**src/rtl/trinity_pkg.sv**
```systemverilog
// Shared definitions for the trinity_tile sequence generator: mode encodings,
// LFSR tap default, ui_in bit-field positions and the LFSR step function.
package trinity_pkg;

  typedef enum logic [1:0] {
    MODE_UP   = 2'b00,
    MODE_DOWN = 2'b01,
    MODE_LFSR = 2'b10,
    MODE_LOAD = 2'b11
  } mode_e;

  localparam logic [7:0] LFSR_TAPS_DEF = 8'hB8;

  localparam int CTRL_MODE_LSB = 0;
  localparam int CTRL_RSVD     = 2;
  localparam int CTRL_HOLD     = 3;
  localparam int CTRL_PRE_LSB  = 4;

  // An all-zero register would stick forever, so it is kicked to 1.
  function automatic logic [7:0] lfsr_next(input logic [7:0] s, input logic [7:0] taps);
    if (s == 8'h00) return 8'h01;
    return {s[6:0], ^(s & taps)};
  endfunction

endpackage

```
**src/rtl/trinity_prescaler.sv**
```systemverilog
// Divides enabled edges by (p_i+1); tick_o is combinational from pcnt_q, p_i and en_i.
// No backpressure: pcnt_q holds whenever en_i is low.
module trinity_prescaler (
  input  logic       clk,
  input  logic       rst_n,
  input  logic       en_i,
  input  logic [3:0] p_i,
  output logic       tick_o
);

  logic [3:0] pcnt_q;
  logic [3:0] pcnt_d;

  // The >= compare lets a lowered P take effect without waiting for a wrap.
  always_comb begin
    pcnt_d = pcnt_q;
    tick_o = 1'b0;
    if (en_i) begin
      if (pcnt_q >= p_i) begin
        tick_o = 1'b1;
        pcnt_d = 4'd0;
      end else begin
        pcnt_d = pcnt_q + 4'd1;
      end
    end
  end

  always_ff @(posedge clk or negedge rst_n) begin
    if (!rst_n) pcnt_q <= 4'd0;
    else        pcnt_q <= pcnt_d;
  end

endmodule

```
**src/rtl/trinity_tile.sv**
```systemverilog
// 8-bit up/down/LFSR/load sequence generator; state register drives uo_out (1-cycle latency at P=0).
// No backpressure: ena low or hold high freezes state and prescaler in place.
module trinity_tile
  import trinity_pkg::*;
#(
  parameter logic [7:0] LFSR_TAPS = LFSR_TAPS_DEF
) (
  input  logic       clk,
  input  logic       rst_n,
  input  logic       ena,
  input  logic [7:0] ui_in,
  input  logic [7:0] uio_in,
  output logic [7:0] uo_out,
  output logic [7:0] uio_out,
  output logic [7:0] uio_oe
);

  logic [7:0] state_q;
  logic [7:0] state_d;
  logic       step_en;
  logic       tick;
  mode_e      mode;
  logic       unused_rsvd;

  assign mode        = mode_e'(ui_in[CTRL_MODE_LSB +: 2]);
  assign step_en     = ena & ~ui_in[CTRL_HOLD];
  assign unused_rsvd = ui_in[CTRL_RSVD];

  trinity_prescaler u_prescaler (
    .clk    (clk),
    .rst_n  (rst_n),
    .en_i   (step_en),
    .p_i    (ui_in[CTRL_PRE_LSB +: 4]),
    .tick_o (tick)
  );

  always_comb begin
    state_d = state_q;
    if (tick) begin
      case (mode)
        MODE_UP:   state_d = state_q + 8'd1;
        MODE_DOWN: state_d = state_q - 8'd1;
        MODE_LFSR: state_d = lfsr_next(state_q, LFSR_TAPS);
        MODE_LOAD: state_d = uio_in;
        default:   state_d = state_q;
      endcase
    end
  end

  always_ff @(posedge clk or negedge rst_n) begin
    if (!rst_n) state_q <= 8'h00;
    else        state_q <= state_d;
  end

  assign uo_out  = state_q;
  assign uio_out = 8'h00;
  assign uio_oe  = 8'h00;

endmodule

```
**config.mk**
```make
export PLATFORM = sky130hd
export DESIGN_NAME = trinity_tile
export DESIGN_NICKNAME = d
export VERILOG_FILES = /design/src/rtl/trinity_pkg.sv /design/src/rtl/trinity_prescaler.sv /design/src/rtl/trinity_tile.sv
export SDC_FILE = /design/constraint.sdc
export NUM_CORES = 1
export LEC_CHECK = 0
export ABC_AREA = 1
export BUFFER_PORTS_ARGS = -buffer_cell sky130_fd_sc_hd__buf_2
export CORE_MARGIN = 2
export CORE_UTILIZATION = 55
export CTS_CLUSTER_SIZE = 20
export DETAILED_ROUTE_END_ITERATION = 10
export PLACE_DENSITY = 0.83
export SLEW_MARGIN = 15
export SYNTH_ARGS = -nofsm -noshare
export SYNTH_HDL_FRONTEND = slang
export SYNTH_SLANG_ARGS = --single-unit
export TNS_END_PERCENT = 100
```
**constraint.sdc**
```tcl
create_clock -name clk -period 3.5 [get_ports clk]
set_clock_uncertainty 0.2 [all_clocks]
set_input_delay 0.7 -clock clk [delete_from_list [all_inputs] [get_ports clk]]
set_output_delay 0.7 -clock clk [all_outputs]
set_load 0.05 [all_outputs]
```
# Word level (Yosys, flattened, before mapping)
# Cells that the tools add are included.
totals:
  out_inout_bits: 24
  inputBits: 19
  reg_bits: 12
  word_cells: 23
classes:
  n_eq_ne: 3
  add_sub_neg: 3
  n_lt_le_gt_ge: 1
  n_bitwise: 2
  n_mux: 9
  n_reduce_logical: 3
op_table:
  columns: ["op", "n"]
  rows:
  - ["8-bit one-hot mux with 4 select lines", 1]
  - ["8-bit two-way mux", 2]
  - ["8-bit by 1-bit adder with 8-bit output, second input constant", 1]
  - ["8-bit zero test", 1]
  - ["8-bit parity", 1]
  - ["8-bit by 1-bit subtractor with 8-bit output, second input constant", 1]
  - ["1-bit two-way mux", 5]
  - ["4-bit by 1-bit adder with 4-bit output, second input constant", 1]
  - ["2-bit == test, second input constant", 2]
  - ["4-bit >= comparator", 1]
  - ["4-bit two-way mux", 1]
  - ["2-bit by 1-bit == test with 1-bit output, second input constant", 1]
  - ["2-bit zero test", 1]
  - ["1-bit AND", 1]
  - ["1-bit NOT", 1]

# Logic depth before layout (Yosys ltp)
# Gate-level depths: netlist of run 1.
logic_depth:
  word_depth: 6
  mapped_depth: 15
  mapped_depth_nobuf: 15

# By module
# From an unflattened synthesis of run 1, not the netlist that was laid out.
unflattened:
  hier_cells: 192
  area_unflattened_um2: 1292.5
by_module_without_submodules:
  columns: ["module", "area_per_inst_um2", "cells_each", "n_inst"]
  rows:
  - ["trinity_tile", 983.4, 150, 1]
  - ["trinity_prescaler", 309.0, 42, 1]

# Worst setup path before layout of run 1
# No wires, ideal clock.
synth_timing:
  path_kind: "input to register"
  startpoint: "in ui_in[5]"
  endpoint: "reg state_q[0], in the netlist uo_out[0]"
  t_required_ns: 3.171
  setup_time_ns: 0.129
  setup_slack_ns: 1.382
  n_path_buf: 0
  stages: 10
  arrival_ns: 1.789
  path_cell_list: "inv_1 ha_1 inv_1 nor2_1 o211ai_1 nand3_1 nand2_2 inv_1 o21ai_0 o21ai_0"
synth_between:
  elab_chain_len: 3
synth_rtl:
  columns: ["element", "line_no", "text"]
  rows:
  - ["start, declared", "trinity_tile.sv:11", "input logic [7:0] ui_in,"]
  - ["4-bit >= comparator", "trinity_prescaler.sv:19", "if (pcnt_q >= p_i) begin"]
  - ["1-bit two-way mux", "trinity_prescaler.sv:19", null]
  - ["1-bit two-way mux", "trinity_prescaler.sv:18", "if (en_i) begin"]
  - ["end signal, assigned", "trinity_tile.sv:52", "else state_q <= state_d;"]
  - ["end, declared", "trinity_tile.sv:18", "logic [7:0] state_q;"]
# Every way passes these cells.
# A chain may end at the register's enable or synchronous reset.

# Worst setup path in the final report of run 1
layout_timing:
  startpoint: "in ui_in[1]"
  endpoint: "reg state_q[6], in the netlist uo_out[6]"
layout_between:
  elab_chain_len: 2
  word_cells_on_any_way: 5
  classes_between: "eq/ne: 3; mux: 1; reduce/logical: 1"
layout_rtl:
  columns: ["element", "line_no", "text"]
  rows:
  - ["2-bit == test (tied with other cells)", "trinity_tile.sv:40", "case (mode)"]
  - ["8-bit one-hot mux with 4 select lines *", "trinity_tile.sv:40", null]
# Mark *: on every way between the ends. The rest lies on a longest branch, timed or not.

==> out/qor.yml, run 1 <==
worst_setup_path:
  cp_data_required_time_ns: 3.51
  crit_path_end_kind: "flop"
  cp.arrival_ns: 2.32
  startpoint_type: "input port"
  cp_max_fo: 14
  path_class: "input port to flop"
yosys:
  synth_top_flop_cell: "dfrtp_1"
  ys_seq_area_frac: 0.2251
  ys_seq_elements: 12
  async_flop_share: 1.000
  yosysTopAreaCell: "dfrtp_1"
  synth_edf_count: 0
  synth.avg_cell_area_um2: 6.875
  ys_types: 29
  syn_inst: 194
  synth.most_common_cell: "nand2_1"
  synth-warning-count: 0
  synth_commonest_cells: "nand2_1, inv_1, nor2_1, buf_4, nand3_1"
  synthTopCellsByArea: "dfrtp_1, nand2_1, buf_4"
  synth_top_area_share: 0.2251
  synthesis.area_um2: 1334
timing:
  finalCritPeriodShare: 0.6606
  finalMaxSlewViolations: 0
  grt_setup_unrepaired: "false"
  worst_slack_ns: 1.188
  post-route-min-period_ns: 2.312
  fmax_mhz: 432.5
  fin_tns_setup_ns: 0
  hold_viol: 0
  setup_violations: 0
drt:
  wirelength_um: 2708
  drc_errors: 0
  vias_per_cell: 5.000
  ant_nets: 0
  first_pass_iters: 4
  wl_per_cell_um: 10.92
  drt_iter0_drc: 32
  vias: 1240
pwr:
  switchingPower_uw: 645.5
  switching_share: 0.5659
  vdd_drop_max_v: 0.0005586
  seqPwrFrac: 0.253
  leakage_uw: 0.0008287
  p_int_uw: 495.3
  share_comb_of_total_power: 0.648
  p_per_area_nw_per_um2: 792.1
  pwr-share-clk: 0.099
die:
  dieArea_um2: 2835
  chipHeight_um: 53.25
  io_pins: 43
  start_util: 0.5916
  core_um2: 2255
  rows: 17
  die_w_um: 53.25
clock_tree:
  cts_resized: 0
  cts_tree: "yes"
  post_cts_buffers: 0
  htree_levels: 1
  clk_pin_slew_ns: 0.08
  clk_latency_ns: 0.28
  clk_path_buf_depth: 2
  cts_hold_buffers: 0
  cts.sinks: 12
  numCtsBuffers: 3
  root_buffer: "clkbuf_4"
global_route:
  antenna_found_initial: 0
  grt_max_degree: 15
  gr-total-overflow: 0
  grtUsageTotal: 0.2123
  grt_pass1_wl_um: 4436
  grt_pass1_vias: 1083
outcome:
  status: "finished, final reports clean"
layout:
  drive_above_1_share: 0.2409
  fill_cells: 228
  antennaDiodeCount: 0
  num-nets-final: 247
  seq_area_um2: 300.3
  syn_to_final_growth_pct: 7.974
  multi_input_area_um2: 834.6
placement:
  gp_congestion: 0.8108
  dp_worst_setup_slack_ns: 0.9173
  numPortBuffers: 25
  hpwl_um: 2193
min_path:
  hold_path_class: "input port to asynchronous set/reset pin"
run:
  max-cap-violations: 0
critical path: stages:
cell     delay [ns]
buf_2          0.12
inv_2          0.27
nand2_4        0.14
nand2_1        0.11
nand2_1        0.06
inv_1          0.05
ha_1           0.12
inv_1          0.04
nand2_1        0.07
nand3_2        0.10
nor2_4         0.12
nand2_1        0.08
nand3_1        0.08
nand3_1        0.10
a21oi_1        0.16
final cells by class:
| type | instances | share of cell area |
|---|---|---|
| Multi-Input combinational cell | 150 | 0.5795 |
| Timing Repair Buffer | 25 | 0.08688 |
| Clock buffer | 4 | 0.02520 |
| Sequential cell | 12 | 0.2085 |
| Inverter | 29 | 0.07559 |
| Tap cell | 28 | 0.02433 |
state kept, by name, indices dropped and copies added (netlist names):
| signal | count |
|---|---|
| u_prescaler.pcnt_q | 4 |
| uo_out | 8 |
cells by family (layout without fill, tap and decap cells):
logic type / Yosys count / after routing / share of synthesized area
adders and majority gates: 7 / 7 / 0.06566
AOI/OAI and AO/OA: 27 / 27 / 0.1313
other: 1 / 16 / 0.002812
xor gates and xnor gates: 5 / 5 / 0.03283
DFF: 12 / 12 / 0.2251
and+or+nand+nor: 95 / 95 / 0.3509
buffers and inverters: 47 / 58 / 0.1914
layout by cell type (no fill, tap or decap):
master    count
xnor2_1       1
a21oi_1       7
ha_1          7
nand2_1      42
a221oi_1      1
o21ai_0      12
nand3_2       5
dfrtp_1      12
nand2_2       6
nand2_4       2
inv_1        26
clkbuf_4      3
inv_2         3
or2_2         1
a22oi_2       1
nor2_2        1
nand4_1       3
nand3_1      13
o211ai_1      2
a22oi_1       1
nor2_4        1
clkbuf_8      1
nand3_4       1
a21oi_2       2
nor2_1       20
xor2_1        4
buf_2        25
o21bai_4      1
conb_1       16
through the flow:
step	std cells	hold slack (ns)	total power [uW]	cell area [um^2]	utilization
3_3_place_gp	244	0.3427	1010	1404	0.6226
6_report	248	0.09042	1141	1440	0.6387
4_1_cts	248	0.09382	1143	1440	0.6387
5_1_grt	248	0.09718	1239	1440	0.6387
3_5_place_dp	244	0.3466	1028	1404	0.6226
2_1_floorplan	209	0.2044	893.6	1390	-
power by group through the flow:
stage | logic [uW] | clock network (uW) | registers [uW]
detailed placement | 738 | 0 | 290
floorplan | 467 | 0 | 426
CTS | 741 | 116 | 287
global placement | 720 | 0 | 290
finish | 739 | 113 | 288
global route | 815 | 123 | 301
worst paths after layout:
path / startpoint / endpoint / slack (ns) / cells past startpoint
worst max register to register: u_prescaler.pcnt_q[1] / uo_out[0] / 1.50 / 9
max in group asynchronous: rst_n / u_prescaler.pcnt_q[1] / 2.79 / 1
worst max-delay path: ui_in[1] / uo_out[6] / 1.19 / 15
worst min register to register: u_prescaler.pcnt_q[0] / u_prescaler.pcnt_q[0] / 0.37 / 2
worst min-delay path: rst_n / uo_out[6] / 0.09 / 1
min in group clk: u_prescaler.pcnt_q[0] / u_prescaler.pcnt_q[0] / 0.37 / 2
metal layers:
layer / track usage / vias up / wire length [um]
met2: 0.3909 / 53 / 1248
met1: 0.2474 / 539 / 1247
li1: - / 643 / -
met4: 0.03846 / 0 / 16
met5: 0 / - / 0
met3: 0.05085 / 5 / 196
(Power assumes the default switching activity.)
==> run 2: changes to the inputs <==
Settings changed: CORE_UTILIZATION 55 to 46, PLACE_DENSITY 0.83 to 0.73.
Clock period 3.5 ns to 2 ns, I/O delays scaled along.
==> run 2 against run 1 <==
  * Non-clock buffer count increased by 9
  * Global-route usage decreased by 2.9 points
  * Highest routed layer unchanged
  * Clock-buffer cell count unchanged
  * Critical endpoint is now uo_out[0]
  * Register-to-register slack got worse by 1.3 ns
  * Utilization decreased by 9.2 points
  * Worst setup slack got worse by 1.0 ns
  * Die area increased by 18%
  * Combinational power increased by 79%
  * Hold slack improved by 0.15 ns
  * Final cell count increased by 4.8%
==> out/qor.yml, run 2 (synthesized netlist as in run 1, its figures left out) <==
drt:
  drc_errors: 0  # unchanged
  drt_iter0_drc: 40  # +25%
  drt-met1-wl_um: 1280  # +2.6%
  routed-wl-met3_um: 213  # +8.7%
  first_pass_iters: 4  # unchanged
  wl_per_cell_um: 10.23  # -6.3%
  vias_per_cell: 4.769  # -4.6%
  wirelength_um: 2660  # -1.8%
  ant_nets: 0  # unchanged
  vias: 1240  # unchanged
  wl_met2_um: 1157  # -7.3%
  dr.max_layer_used: "met4"
global_route:
  grt_max_degree: 13  # -2
  grt_pass1_wl_um: 4740  # +6.9%
  gr-total-overflow: 0  # unchanged
  antenna_found_initial: 0  # unchanged
  grt_pass1_vias: 1126  # +4.0%
  grtUsageTotal: 0.1830  # -0.02938
pwr:
  share_comb_of_total_power: 0.663  # +0.015
  switching_share: 0.5630  # -0.002833
  switchingPower_uw: 1122  # +74%
  vdd_drop_max_v: 0.0009869  # +77%
  power.total_uw: 1993  # +75%
  p_per_area_nw_per_um2: 1323  # +67%
  seqPwrFrac: 0.257  # +0.004
  pwr-share-clk: 0.080  # -0.019
  p_int_uw: 871.1  # +76%
  leakage_uw: 0.0008622  # +4.0%
min_path:
  hold_path_depth: 3
  hold_path_class: "input port to flop"
timing:
  grt_setup_unrepaired: "false"
  finalCritPeriodShare: 0.9193
  fin_tns_setup_ns: 0  # unchanged
  post-route-min-period_ns: 1.839
  setup_violations: 0  # unchanged
  hold_viol: 0  # unchanged
  finalMaxSlewViolations: 0  # unchanged
  fmax_mhz: 543.9
die:
  chipHeight_um: 57.85  # +8.6%
  io_pins: 43  # unchanged
  dieArea_um2: 3346  # +18%
  rows: 19  # +2
  start_util: 0.4837  # -0.1079
  die_w_um: 57.85  # +8.6%
  core_um2: 2758  # +22%
worst_setup_path:
  crit_path_end_kind: "flop"
  reg2reg_depth: 9  # unchanged
  cp.arrival_ns: 1.79  # -0.53 ns
  crit_path_max_incr_delay_ns: 0.41  # +0.14 ns
  startpoint_type: "flop"
  path_class: "flop to flop"
  cp_data_required_time_ns: 1.96  # -1.55 ns
  cp_max_fo: 9  # -5
  crit_path_top_delay_cell: "dfrtp_1"
  path_cells: "ha_1, inv_1, nor2_1, o211ai_1, nand3_1, nand2_2, inv_1, o21ai_0, o21ai_0"
clock_tree:
  numCtsBuffers: 3  # unchanged
  cts_tree: "yes"
  htree_levels: 1  # unchanged
  cts.sinks: 12  # unchanged
  clk_pin_slew_ns: 0.08  # about the same
  clk_path_buf_depth: 2  # unchanged
  root_buffer: "clkbuf_4"
  clk_latency_ns: 0.28  # about the same
run:
  max-cap-violations: 0  # unchanged
placement:
  gp_congestion: 0.8379  # +3.3%
  hpwl_um: 2219  # +1.2%
  numPortBuffers: 25  # unchanged
layout:
  drive_above_1_share: 0.2707  # +0.02983
  final_util: 0.5463  # -0.09246
  num-nets-final: 256  # +3.6%
  mostFrequentLayoutCells: "nand2_1, inv_1, buf_2"
  antennaDiodeCount: 0  # unchanged
  syn_to_final_growth_pct: 12.95
  final_common_cell: "nand2_1"
  largest_reg_flops: 8  # unchanged
outcome:
  status: "finished, final reports clean"
## run 2: changes by cell type in the layout (fill, tap and decap cells not counted), sizes merged
cell         change
buf              +8
dlygate4sd3      +1
## run 2: area by class of cell
type / instances / area (um^2)
fill: 288 / 1251
multi-input combinational: 150 / 834.6
sequential: 12 / 302.8
timing repair buffer: 34 / 195.2
inverter: 29 / 108.9
tap: 31 / 38.79
clock buffer: 4 / 26.28
## run 2: worst max-delay path, delay by kind of cell (launching register included)
kind,cells,cell delay (ns)
compound gates,3,0.36
fa+ha+maj,1,0.30
simple gates,3,0.25
buf+inv,2,0.20
flops,1,0.41
## run 2: path summary, 6_finish.rpt
kind / from / end / slack, ns
setup / recovery: u_prescaler.pcnt_q[1] / uo_out[0] / 0.16
min in group asynchronous: rst_n / u_prescaler.pcnt_q[1] / 0.33
hold / removal: uio_in[1] / uo_out[1] / 0.24
max in group asynchronous: rst_n / uo_out[1] / 1.04
setup reg to reg: u_prescaler.pcnt_q[1] / uo_out[0] / 0.16
hold reg to reg: u_prescaler.pcnt_q[1] / u_prescaler.pcnt_q[1] / 0.34
## run 2: repair_timing
item | 4_1_cts | 5_1_grt
hold buffers | 1 | 0
gates resized for setup | 0 | 2
setup buffers | 0 | 0
setup endpoints to repair | 0 | 1
endpoints found under the hold margin | 12 | 0
## run 2: power by group through the flow
stage               Clock (uW)  Sequential (uW)  Combinational, uW
floorplan                    0              748                818
detailed placement           0              520               1320
finish                     160              512               1320
global route               179              540               1470
CTS                        163              515               1330
global placement             0              519               1300
## run 2: per-stage QoR
| step | hold WS [ns] | worst slack (ns) | cell area (um^2) | std cells |
|---|---|---|---|---|
| after detailed placement | 0.09104 | 0.05870 | 1469 | 255 |
| after global placement | 0.08936 | 0.05923 | 1469 | 255 |
| after global routing | 0.2399 | 0.005614 | 1506 | 260 |
| final | 0.2427 | 0.1615 | 1506 | 260 |
| after CTS | 0.2386 | 0.1594 | 1505 | 260 |
| after floorplan | -0.09559 | 0.01083 | 1391 | 209 |
## run 2: routing by layer
layer / global-route usage / vias to the layer above
li1: - / 658
met1: 0.2444 / 539
met2: 0.2987 / 41
met3: 0.04688 / 2
met4: 0.03987 / 0
met5: 0 / -
